==> src/rtl/ahb_slv_arb_mux_if.sv <==
// Per-slave-port bundle between the master-side request logic and the arbitrating mux.
// The "slave" modport is the mux view; the "master" modport is the requesting side.
interface ahb_slv_arb_mux_if #(
    parameter int CHANNEL_NUM = 4,
    parameter int ADDR_W      = 46,
    parameter int DATA_W      = 32
);
    logic [CHANNEL_NUM-1:0]             req;
    logic [CHANNEL_NUM-1:0]             lock;
    logic [CHANNEL_NUM-1:0][ADDR_W-1:0] addr_in;
    logic [CHANNEL_NUM-1:0][DATA_W-1:0] wdata_in;
    logic                               hready;
    logic [CHANNEL_NUM-1:0]             grant;
    logic [CHANNEL_NUM-1:0]             data_sel;
    logic [ADDR_W-1:0]                  addr_out;
    logic                               addr_valid;
    logic [DATA_W-1:0]                  wdata_out;

    modport slave (
        input  req, lock, addr_in, wdata_in, hready,
        output grant, data_sel, addr_out, addr_valid, wdata_out
    );

    modport master (
        output req, lock, addr_in, wdata_in, hready,
        input  grant, data_sel, addr_out, addr_valid, wdata_out
    );
endinterface

==> src/rtl/ahb_slv_arb_mux.sv <==
// Registered N-to-1 AHB slave-side arbiter/mux: picks an address-phase owner each
// hready edge (fixed or round-robin, lock-aware) and tracks the data-phase owner.
module ahb_slv_arb_mux #(
    parameter int CHANNEL_NUM = 4,
    parameter int ADDR_W      = 46,
    parameter int DATA_W      = 32,
    parameter int ARB_MODE    = 0
) (
    input  logic                  hclk,
    input  logic                  hreset,
    ahb_slv_arb_mux_if.slave      bus
);
    localparam int PTR_W = (CHANNEL_NUM > 1) ? $clog2(CHANNEL_NUM) : 1;

    logic [CHANNEL_NUM-1:0] grant_q, grant_d;
    logic [CHANNEL_NUM-1:0] data_sel_q, data_sel_d;
    logic [PTR_W-1:0]       rr_ptr_q, rr_ptr_d;
    logic                   locked_hold_q, locked_hold_d;

    logic [PTR_W-1:0] cur_idx, fix_idx, rr_idx, nxt_idx;
    logic             rr_found;
    int               s;

    always_comb begin
        cur_idx = '0;
        for (int i = 0; i < CHANNEL_NUM; i++)
            if (grant_q[i]) cur_idx = PTR_W'(i);

        fix_idx = '0;
        for (int i = CHANNEL_NUM - 1; i >= 0; i--)
            if (bus.req[i]) fix_idx = PTR_W'(i);

        // Round robin: first requester at or above rr_ptr, wrapping
        rr_idx   = '0;
        rr_found = 1'b0;
        s        = 0;
        for (int k = 0; k < CHANNEL_NUM; k++) begin
            s = int'(rr_ptr_q) + k;
            if (s >= CHANNEL_NUM) s = s - CHANNEL_NUM;
            if (!rr_found && bus.req[s]) begin
                rr_idx   = PTR_W'(s);
                rr_found = 1'b1;
            end
        end

        if (locked_hold_q && bus.req[cur_idx])
            nxt_idx = cur_idx;
        else if (|bus.req)
            nxt_idx = (ARB_MODE == 1) ? rr_idx : fix_idx;
        else
            nxt_idx = cur_idx;

        grant_d       = grant_q;
        data_sel_d    = data_sel_q;
        rr_ptr_d      = rr_ptr_q;
        locked_hold_d = locked_hold_q;

        if (bus.hready) begin
            grant_d       = '0;
            grant_d[nxt_idx] = 1'b1;
            data_sel_d    = grant_q & bus.req;
            locked_hold_d = bus.lock[nxt_idx] & bus.req[nxt_idx];
            // Parking (no granted request) leaves the pointer alone
            if (bus.req[nxt_idx])
                rr_ptr_d = (int'(nxt_idx) == CHANNEL_NUM - 1) ? '0 : nxt_idx + 1'b1;
        end
    end

    always_ff @(posedge hclk) begin
        if (hreset) begin
            grant_q       <= CHANNEL_NUM'(1);
            data_sel_q    <= '0;
            rr_ptr_q      <= '0;
            locked_hold_q <= 1'b0;
        end else begin
            grant_q       <= grant_d;
            data_sel_q    <= data_sel_d;
            rr_ptr_q      <= rr_ptr_d;
            locked_hold_q <= locked_hold_d;
        end
    end

    // One-hot AND-OR muxes; an all-zero data_sel yields zero write data
    always_comb begin
        bus.addr_out  = '0;
        bus.wdata_out = '0;
        for (int i = 0; i < CHANNEL_NUM; i++) begin
            bus.addr_out  = bus.addr_out  | (bus.addr_in[i]  & {ADDR_W{grant_q[i]}});
            bus.wdata_out = bus.wdata_out | (bus.wdata_in[i] & {DATA_W{data_sel_q[i]}});
        end
    end

    assign bus.grant      = grant_q;
    assign bus.data_sel   = data_sel_q;
    assign bus.addr_valid = |(bus.req & grant_q);

endmodule

==> src/flat_wrapper.sv <==
// flat-port wrapper written by rule: the top's interface ports become plain ports
module ahb_slv_arb_mux_flat 
#(
    parameter int CHANNEL_NUM = 4,
    parameter int ADDR_W      = 46,
    parameter int DATA_W      = 32,
    parameter int ARB_MODE    = 0
)
  (hclk, hreset, bus_req, bus_lock, bus_addr_in, bus_wdata_in, bus_hready, bus_grant, bus_data_sel, bus_addr_out, bus_addr_valid, bus_wdata_out);
  ahb_slv_arb_mux_if #(.CHANNEL_NUM(CHANNEL_NUM), .ADDR_W(ADDR_W), .DATA_W(DATA_W)) bus_i ();
  input  logic hclk;
  input  logic hreset;
  input wire logic [$bits(bus_i.req)-1:0] bus_req;
  input wire logic [$bits(bus_i.lock)-1:0] bus_lock;
  input wire logic [$bits(bus_i.addr_in)-1:0] bus_addr_in;
  input wire logic [$bits(bus_i.wdata_in)-1:0] bus_wdata_in;
  input wire logic [$bits(bus_i.hready)-1:0] bus_hready;
  output wire logic [$bits(bus_i.grant)-1:0] bus_grant;
  output wire logic [$bits(bus_i.data_sel)-1:0] bus_data_sel;
  output wire logic [$bits(bus_i.addr_out)-1:0] bus_addr_out;
  output wire logic [$bits(bus_i.addr_valid)-1:0] bus_addr_valid;
  output wire logic [$bits(bus_i.wdata_out)-1:0] bus_wdata_out;
  assign bus_i.req = bus_req;
  assign bus_i.lock = bus_lock;
  assign bus_i.addr_in = bus_addr_in;
  assign bus_i.wdata_in = bus_wdata_in;
  assign bus_i.hready = bus_hready;
  assign bus_grant = bus_i.grant;
  assign bus_data_sel = bus_i.data_sel;
  assign bus_addr_out = bus_i.addr_out;
  assign bus_addr_valid = bus_i.addr_valid;
  assign bus_wdata_out = bus_i.wdata_out;
  ahb_slv_arb_mux #(.CHANNEL_NUM(CHANNEL_NUM), .ADDR_W(ADDR_W), .DATA_W(DATA_W), .ARB_MODE(ARB_MODE)) u_core (.hclk(hclk), .hreset(hreset), .bus(bus_i));
endmodule
==> config.mk <==
export PLATFORM = sky130hd
export DESIGN_NAME = ahb_slv_arb_mux_flat
export DESIGN_NICKNAME = d
export VERILOG_FILES = /design/src/rtl/ahb_slv_arb_mux_if.sv /design/src/rtl/ahb_slv_arb_mux.sv /design/src/flat_wrapper.sv
export SDC_FILE = /design/constraint.sdc
export NUM_CORES = 1
export LEC_CHECK = 0
export CORE_AREA = 2 2 161 163
export DETAILED_ROUTE_END_ITERATION = 10
export DIE_AREA = 0 0 163 165
export PLACE_DENSITY = 0.47
export SLEW_MARGIN = 30
export SYNTH_ARGS = -nofsm -noshare
export SYNTH_HDL_FRONTEND = slang
export SYNTH_SLANG_ARGS = --single-unit
==> constraint.sdc <==
create_clock -name hclk -period 1.9 [get_ports hclk]
set_input_delay 0.285 -clock hclk [delete_from_list [all_inputs] [get_ports hclk]]
set_output_delay 0.285 -clock hclk [all_outputs]
set_load 0.1 [all_outputs]
; ---- Word level (Yosys, flattened, before mapping)
; Index checks and enable logic that the tools add are counted.
[op_classes]
n_bitwise = 16
n_lt_le_gt_ge = 3
n_mux = 17
reduce_logical = 4
[ops]
columns = op, n
row1 = $and A46 B46 Y46, 4
row2 = $or A46 B46 Y46, 3
row3 = $and A32 B32 Y32, 4
row4 = $or A32 B32 Y32, 3
row5 = $mux W2, 8
row6 = $reduce_or A4 Y1, 2
row7 = $bmux W1 S2, 3
row8 = $lt A2 B3 Y1 const B, 2
row9 = $mux W1, 5
row10 = $and A4 B4 Y4, 1
row11 = $demux W1 S2, 1
row12 = $ge A2 B1 Y1 const B, 1
row13 = $logic_and A1 B1 Y1, 2
row14 = $and A1 B1 Y1, 1
[word_totals]
regBits = 9
output_inout_bits = 87
input_bits = 323
word_cells = 43

; ---- Depth between registers and ports, before layout
; Gate-level depths: netlist of the first run.
[logic_depth]
word_depth = 11
depth_mapped = 7

; ---- Worst setup path after synthesis of the first run
; OpenSTA, ideal clock, no wires.
[synth_timing]
kind = reg-to-output
startpoint = reg u_core.grant_q[3], in the netlist u_core.bus.grant[3]
endpoint = out bus_addr_out[37]
n_path_buf = 3
t_arrival_ns = 2.610
path_slack_ns = -0.995
stages_incl_launch_ff = 6
cell_sequence = dfxtp_1 -> buf_2 -> buf_1 -> buf_1 -> a22oi_1 -> nand2_1
[synth_via]
elab_chain_cells = 2
[synth_rtl]
columns = item, line
row1 = from (decl), ahb_slv_arb_mux.sv:15  ; logic [CHANNEL_NUM-1:0] grant_q, grant_d;
row2 = from (signal assigned), ahb_slv_arb_mux.sv:76  ; grant_q <= grant_d;
row3 = $and A46 B46 Y46, ahb_slv_arb_mux.sv:88  ; bus.addr_out = bus.addr_out | (bus.addr_in[i] & {ADDR_W{grant_q[i]}});
row4 = $or A46 B46 Y46, ahb_slv_arb_mux.sv:88
row5 = to (decl), flat_wrapper.sv:20  ; output wire logic [$bits(bus_i.addr_out)-1:0] bus_addr_out;
; No other way between the ends.

; ---- Final worst setup path of the first run
[layout_timing]
startpoint = in bus_req[2]
endpoint = reg u_core.locked_hold_q
[layout_via]
elab_chain_cells = 8
elab_cells_between_ends = 14
[layout_rtl]
columns = item, line
row1 = from (decl), flat_wrapper.sv:13  ; input wire logic [$bits(bus_i.req)-1:0] bus_req;
row2 = $mux W2 (3 in a row), ahb_slv_arb_mux.sv:31  ; if (bus.req[i]) fix_idx = PTR_W'(i);
row3 = $mux W2, ahb_slv_arb_mux.sv:48  ; else if (|bus.req)
row4 = $mux W2, ahb_slv_arb_mux.sv:46  ; if (locked_hold_q && bus.req[cur_idx])
row5 = $bmux W1 S2, ahb_slv_arb_mux.sv:62  ; locked_hold_d = bus.lock[nxt_idx] & bus.req[nxt_idx];
row6 = $mux W1 (implied by the code), ahb_slv_arb_mux.sv:62
row7 = $and A1 B1 Y1 *, ahb_slv_arb_mux.sv:62
row8 = to (signal assigned), ahb_slv_arb_mux.sv:79  ; locked_hold_q <= locked_hold_d;
row9 = to (decl), ahb_slv_arb_mux.sv:18  ; logic locked_hold_q, locked_hold_d;
; Mark *: on every way between the ends. The rest lies on a longest branch, timed or not. The select of a mux whose other input is x is not followed.
; A chain may end at the register's enable or synchronous reset.

==> results.txt, run 1 <==
----------------------------------------------------
[Synth]
  Mean instance size in the synthesized netlist ... ~6.3 um2
  Number of enable flip-flop cells after synthesis ... 0
  Synth Flop Type ... dfxtp_1
  Fraction of registers with async set/reset ... 0
  Yosys synthesis warning count ... 0
  Register bit count reported by yosys ... 9
  Cell area after synthesis ... approximately 2200 um2
  Mapped Cells ... approximately 340
  Synth unique cells ... 34
  Post-synth net total ... ~660
  Post-synthesis sequential area ratio ... 0.0834

[Finish]
  Share of cells above drive strength 1 ... 0.282
  Footprint of the flip-flops and latches ... 200 um2
  Final net count ... about 1100
  Antenna diode count ... 0
  Most common library cell in the layout ignoring fill and taps ... clkdlybuf4s50_1
  Final Cell Area ... between 8000 and 9000 um2
  Filler cell count in the final layout ... 2581
  Leading cell types in the layout, fill and taps excluded ... 322 x clkdlybuf4s50_1, 158 x a22oi_1, 94 x buf_12
  Synth-to-layout area growth ... 280%
  Multi-input combinational cell area ... approximately 2300 um2

[Drt]
  Average wire per cell in the routed design ... between 15 and 20 um
  Routed wire length ... approximately 19000 um
  Routed vias/inst ... just over 4
  Initial DRC Count ... about 220
  Number of vias in the routed layout ... between 4000 and 5000
  Number of search-and-repair iterations in the first detailed-routing pass ... 4
  Post-route antenna net violation count ... 0
  Number of remaining DRC errors ... 0

[Floorplanning]
  Vert. Die Dim ... around 170 um
  I/O pin total ... 410
  Die W ... 163 um
  Number of placement rows ... 58
  Area enclosed by the die boundary ... ~27000 um2
  Starting density of the core ... 0.0863
  Core footprint ... between 20000 and 30000 um2

[Outcome]
  Result of the run ... finished, final reports clean

[Power]
  Power Dens Cells ... approximately 410 nW/um2
  Internal power ... between 1500 and 2000 uW
  Clock network fraction of design power ... 0.111
  Sw Pwr ... approximately 1600 uW
  Portion of total power attributed to sequential cells ... 0.064
  IR Drop Worst-Case VDD ... 0.319 mV
  Leakage power figure ... around 0.003 uW
  Share of total power consumed by net switching ... 0.477
  Combinational fraction of design power ... 0.825

[Timing]
  Final WS setup ... ~120 ps
  Final setup vio count ... 0
  Slew at the pin closest to its max-slew limit ... between 400 and 500 ps
  Max-slew violation count ... 0
  Unrepaired setup endpoints after global routing ... no
  Smallest hold slack ... approximately 510 ps
  Min cycle time layout ... 1780 ps
  Fin crit share ... 0.937
  Final hold violations ... 0
  Max transition margin ... 0.730
  Max Freq ... 562 MHz
  Final Skew ... ~1.5 ps

[Clock network]
  Number of hold buffers added after CTS ... 0
  Number of post-CTS setup repair buffers ... 0
  Clk_lat worst skew ... about 230 ps
  Number of buffers inserted during clock tree synthesis ... 3
  Deepest clock path buffer count ... 2
  Resized Gates After CTS ... 0
  Clock-pin transition on the worst setup and hold timing paths ... 40 ps
  Clock tree sinks ... 9
  Root buffer cell ... clkbuf_16
  Clock tree from TritonCTS ... yes
  Maximum level of the CTS H-tree ... 1

[Global route]
  First-pass GRT wire length ... 26700 um
  Number of antenna violations at the first check in global routing ... 0
  Number of global-route vias before repair ... 4431
  GR Util All Layers ... 0.129
  Total overflow reported by the global router ... 0
  Maximum number of pins on one net before global-route repair ... 51

[Setup path]
  Crit path kind ... in -> reg
  Crit path cell chain ... clkdlybuf4s50_1 > o311ai_4 > o32ai_2 > a21bo_4 > mux2i_1 > a211o_1
  Critical R2R Capture ... u_core.locked_hold_q
  Number of cells on the worst reg-to-reg path ... 7
  Element type at the critical path end ... register
  Cell type group with the largest total delay on the critical path ... compound AO/OA/AOI/OAI gates
  Internal reg-to-reg setup slack ... approximately 190 ps
  Count of buffering cells on the critical path with inverters included ... 1
  Launching instance or port of the critical path ... bus_req[2]
  Number of cells on the critical path ... 6
  Worst setup path endpoint ... u_core.locked_hold_q
  R2r startpoint ... u_core.bus.grant[3]
  Largest stage delay on the critical path ... 450 ps
  Worst Path Max Fanout ... 6
  Slowest CP cell ... clkdlybuf4s50_1
  CP required ... a little over 2000 ps
  Kind of launch point of the worst setup path ... input pin
  Data arrival time at the worst-slack endpoint ... approximately 1900 ps

[Place]
  Placed standard-cell area ... roughly 8100 um2
  Setup Slack @ Placement ... -132 ps
  Gp weighted congestion ... 0.778
  Number of port buffers ... around 400
  Dpl hpwl ... between 15000 and 20000 um

[Run]
  Maxcap violations ... 0

[Min path]
  Path type of the worst min-delay path ... reg -> reg

----------------------------------------------------
==> cell usage after synthesis (all sizes together), types with 3 or more instances <==
library cell,instances,area share
nor2,3,0.0052
nand3,7,0.016
dfxtp,9,0.083
a21oi,7,0.016
nand2,91,0.16
inv,3,0.0052
a22oi,158,0.55
buf,9,0.018
clkbuf,32,0.056
==> per-stage QoR <==
| step | power, uW | setup TNS [ps] | utilization | std cells |
|---|---|---|---|---|
| finish | 3340 | 0 | 0.328 | 1067 |
| global route | 3460 | 0 | 0.328 | 1067 |
| floorplan | 1550 | 0 | - | 341 |
| CTS | 3370 | 0 | 0.328 | 1067 |
| detailed placement | 2990 | -363 | 0.325 | 1063 |
| global placement | 2980 | -297 | 0.325 | 1063 |
==> power groups by stage <==
stage / Clock, uW / Combinational, uW / Sequential, uW
after floorplan: 0 / 1310 / 237
after global placement: 0 / 2760 / 219
after detailed placement: 0 / 2770 / 220
after CTS: 375 / 2770 / 217
after global routing: 390 / 2850 / 218
final: 371 / 2760 / 215
==> worst register-to-register path, delay by kind of cell, from the launching register on <==
family | cells | cell delay [ps]
AOI/OAI and AO/OA | 4 | 790
and+or+nand+nor | 1 | 210
muxes | 1 | 120
DFF | 1 | 380
buffers and inverters | 1 | 120
==> sequential cells by signal (all words and copies together), names as in the netlist <==
signal and count:
u_core.locked_hold_q 1, u_core.bus.data_sel 4, u_core.bus.grant 4
==> routing by layer <==
metal  up-vias  GRT usage  routed length [um]
met2       173      0.230                9660
met4         0     0.0229                 296
met1      2034      0.163                7740
li1       2140          -                   -
met5         -          0                   0
met3        18     0.0213                1300
==> worst min-delay path by stage <==
stage / start / endpoint / slack (ps) / cells after the start
after detailed placement: u_core.bus.data_sel[3] / u_core.bus.data_sel[3] / 510 / 2
after global routing: u_core.bus.data_sel[2] / u_core.bus.data_sel[2] / 550 / 2
final: u_core.bus.data_sel[3] / u_core.bus.data_sel[3] / 510 / 2
after floorplan: bus_req[3] / u_core.bus.data_sel[3] / 440 / 2
after global placement: u_core.bus.data_sel[3] / u_core.bus.data_sel[3] / 510 / 2
after CTS: u_core.bus.data_sel[3] / u_core.bus.data_sel[3] / 510 / 2
==> final cells by class <==
| class | instances | share of cell area |
|---|---|---|
| Timing Repair Buffer | 433 | 0.637 |
| Multi-Input combinational cell | 288 | 0.278 |
| Tap cell | 330 | 0.0502 |
| Sequential cell | 9 | 0.0244 |
| Clock buffer | 4 | 0.00959 |
| Inverter | 3 | 0.00167 |
==> cell families (layout without fill, tap and decap cells) <==
kind of cell / count (synthesis) / count (layout) / share of synthesized area
buffers and inverters: 44 / 440 / 0.0788
multiplexers: 1 / 1 / 0.00463
flip-flops: 9 / 9 / 0.0834
AO/OA/AOI/OAI: 180 / 180 / 0.636
AND/OR/NAND/NOR: 107 / 107 / 0.197
No activity file was read; power rests on OpenSTA's default activity.
==> inputs of run 2 (changes only) <==
--- a/config.mk
+++ b/config.mk
@@ -8,6 +8,7 @@
 export CORE_AREA = 2 2 161 163
 export DETAILED_ROUTE_END_ITERATION = 10
 export DIE_AREA = 0 0 163 165
+export GPL_TIMING_DRIVEN = 0
 export PLACE_DENSITY = 0.47
 export SLEW_MARGIN = 30
 export SYNTH_ARGS = -nofsm -noshare
==> constraint.sdc (replaced) <==
create_clock -name hclk -period 1.7 [get_ports hclk]
set_input_delay 0.255 -clock hclk [delete_from_list [all_inputs] [get_ports hclk]]
set_output_delay 0.255 -clock hclk [all_outputs]
set_load 0.1 [all_outputs]
==> run 2 against run 1 <==
The flow now finishes with violations (negative setup slack). Sequential share of layout area barely moved. Combinational power rose by 11%. Flip-flop and latch count did not move. Via count rose by 5.1%. Clock skew rose by 1.8 ps. Final area rose by 6.3%. Critical path type is now reg -> reg. Largest cell class unchanged.
==> results.txt, run 2 (synthesis results as in run 1) <==
----------------------------------------------------
[Outcome]
  Result of the run ... finished, violations left
  Failing checks ... negative setup slack

[Clock network]
  Clock tree from TritonCTS ... yes
  Root buffer cell ... clkbuf_16
  Number of buffers inserted during clock tree synthesis ... 3 (unchanged)
  Number of hold buffers added after CTS ... 0 (unchanged)
  Clock tree sinks ... 9 (unchanged)
  Clk_lat worst skew ... 240 ps (about the same)
  Deepest clock path buffer count ... 2 (unchanged)
  Clock-pin transition on the worst setup and hold timing paths ... 40 ps (about the same)
  Maximum level of the CTS H-tree ... 1 (unchanged)

[Min path]
  Capture endpoint of the worst hold path ... u_core.bus.grant[1]
  Number of instances on the worst hold path ... 3 (+1)
  Path type of the worst min-delay path ... in -> reg
  Startpoint of the worst hold path ... bus_hready

[Setup path]
  Crit path cell chain ... inv_4 > o311ai_4 > o32ai_2 > a21bo_4 > mux2i_1 > a211o_1
  CP required ... 1820 ps (-200 ps)
  Number of cells on the worst reg-to-reg path ... 6 (-1)
  R2r startpoint ... u_core.bus.grant[2]
  Largest stage delay on the critical path ... 430 ps (-20 ps)
  Kind of launch point of the worst setup path ... register
  Slowest CP cell ... o311ai_4
  Data arrival time at the worst-slack endpoint ... 1880 ps (-20 ps)
  Worst Path Max Fanout ... 7 (+1)
  Crit path kind ... reg -> reg
  Critical R2R Capture ... u_core.locked_hold_q
  Element type at the critical path end ... register
  Internal reg-to-reg setup slack ... -60 ps (-250 ps)

[Place]
  Number of cells after detailed placement ... 1079 (+1.5%)
  Placed standard-cell area ... 7320 um2 (-10%)
  Gp weighted congestion ... 0.770 (-1.0%)
  Number of port buffers ... 408 (-0.24%)
  Setup Slack @ Placement ... -1260 ps (-1130 ps)
  Dpl hpwl ... 16800 um (+5.8%)

[Drt]
  Number of search-and-repair iterations in the first detailed-routing pass ... 4 (unchanged)
  Number of remaining DRC errors ... 0 (unchanged)
  Initial DRC Count ... 146 (-34%)
  Number of vias in the routed layout ... 4589 (+5.1%)
  Routed wire length ... 20600 um (+8.5%)
  Average wire per cell in the routed design ... 18.9 um (+6.0%)
  Routed vias/inst ... 4.20 (+2.7%)
  Post-route antenna net violation count ... 0 (unchanged)

[Floorplanning]
  Core footprint ... 25000 um2 (unchanged)
  Starting density of the core ... 0.0863 (unchanged)
  I/O pin total ... 410 (unchanged)
  Area enclosed by the die boundary ... 26900 um2 (unchanged)
  Number of placement rows ... 58 (unchanged)
  Vert. Die Dim ... 165 um (unchanged)
  Die W ... 163 um (unchanged)

[Finish]
  Leading cell types in the layout, fill and taps excluded ... 317 x clkdlybuf4s50_1, 140 x a22oi_2, 77 x nand2_4
  Share of cells above drive strength 1 ... 0.491 (+0.209)
  Antenna diode count ... 0 (unchanged)
  Fraction of the core area covered by cells at the end of the flow ... 0.349 (+0.0205)
  Post-route insts no fill ... 1092 (+2.3%)
  Final net count ... 1086 (+2.4%)
  Synth-to-layout area growth ... 304%
  Final Cell Area ... 8730 um2 (+6.3%)
  Most common library cell in the layout ignoring fill and taps ... clkdlybuf4s50_1
  Filler cell count in the final layout ... 2614 (+1.3%)

[Timing]
  Min cycle time layout ... 1760 ps
  Fin crit share ... 1.04
  Final Skew ... 3.37 ps (+1.83 ps)
  Final hold violations ... 0 (unchanged)
  Final setup vio count ... 3 (+3)
  Unrepaired setup endpoints after global routing ... yes
  Max transition margin ... 0.326 (-0.404)
  Slew at the pin closest to its max-slew limit ... 1020 ps (+611 ps)
  Max-slew violation count ... 0 (unchanged)
  Max Freq ... about 570 MHz
  Final WS setup ... -60.6 ps (-181 ps)

[Global route]
  First-pass GRT wire length ... 28700 um (+7.5%)
  Number of global-route vias before repair ... 4828 (+9.0%)
  GR Util All Layers ... 0.139 (+0.0108)
  Maximum number of pins on one net before global-route repair ... 11 (-78%)
  Total overflow reported by the global router ... 0 (unchanged)
  Number of antenna violations at the first check in global routing ... 0 (unchanged)

[Run]
  Maxcap violations ... 0 (unchanged)

[Power]
  Leakage power figure ... 0.00311 uW (+2.1%)
  IR Drop Worst-Case VDD ... 0.302 mV (-5.4%)
  Power Dens Cells ... 425 nW/um2 (+4.4%)

----------------------------------------------------
[run 2: changes by cell type in the layout (fill, tap and decap cells not counted), sizes merged]
cell / previous run / this run
clkdlybuf4s15: 0 / 4
clkinv: 0 / 1
buf: 111 / 106
clkdlybuf4s50: 322 / 317
dlygate4sd2: 0 / 4
clkbuf: 4 / 30
[run 2: how the worst max path moves through the flow]
stage	endpoint	start	slack [ps]
floorplan	u_core.locked_hold_q	u_core.bus.grant[2]	-200
global placement	bus_addr_out[34]	u_core.bus.grant[2]	-1280
detailed placement	bus_addr_out[35]	u_core.bus.grant[2]	-1260
CTS	u_core.locked_hold_q	u_core.bus.grant[2]	-50
global route	u_core.locked_hold_q	u_core.bus.grant[2]	-130
finish	u_core.locked_hold_q	u_core.bus.grant[2]	-60
[run 2: cell type report]
type / count / area [um2] / share of cell area
inverters: 3 / 13.8 / 0.00158
clock inverters: 1 / 5.00 / 0.000573
clock buffers: 3 / 75.1 / 0.00860
well taps: 330 / 413 / 0.0473
repair buffers: 421 / 4370 / 0.500
multi-input cells: 288 / 3130 / 0.358
plain buffers: 37 / 517 / 0.0592
flip-flops and latches: 9 / 210 / 0.0241
[run 2: metrics by stage]
stage	setup TNS, ps	total power [uW]	hold WS (ps)
final	-61.3	3710	408
after CTS	-70.9	3640	422
after floorplan	-1560	1790	405
after detailed placement	-87620	2940	667
after global placement	-90440	2950	672
after global routing	-778	3830	440
[run 2: metal layers]
metal  GRT usage  vias up  wire length [um]
met3      0.0239        6              1490
met1       0.160     2195              7640
met5           0        -                 0
met2       0.274      196             11300
met4      0.0185        0               125
li1            -     2192                 -
[run 2: timing repair]
item                       4_1_cts  5_1_grt
gates resized for setup        754       61
pin swaps                       27       10
setup endpoints to repair       88       69
setup buffers                    4        4
gates cloned                     3        2
[run 2: critical path: cells and delay by family, from the launching register on]
kind	cells	cell delay [ps]
AO/OA/AOI/OAI	4	1090
flip-flops	1	400
multiplexers	1	120
buffers and inverters	1	50
[run 2: report_power, final]
group          leakage, uW  switching, uW  internal (uW)
combinational      0.00299           1750           1310
sequential       0.0000788           13.9            211
clock            0.0000409            108            310
total              0.00311           1880           1830
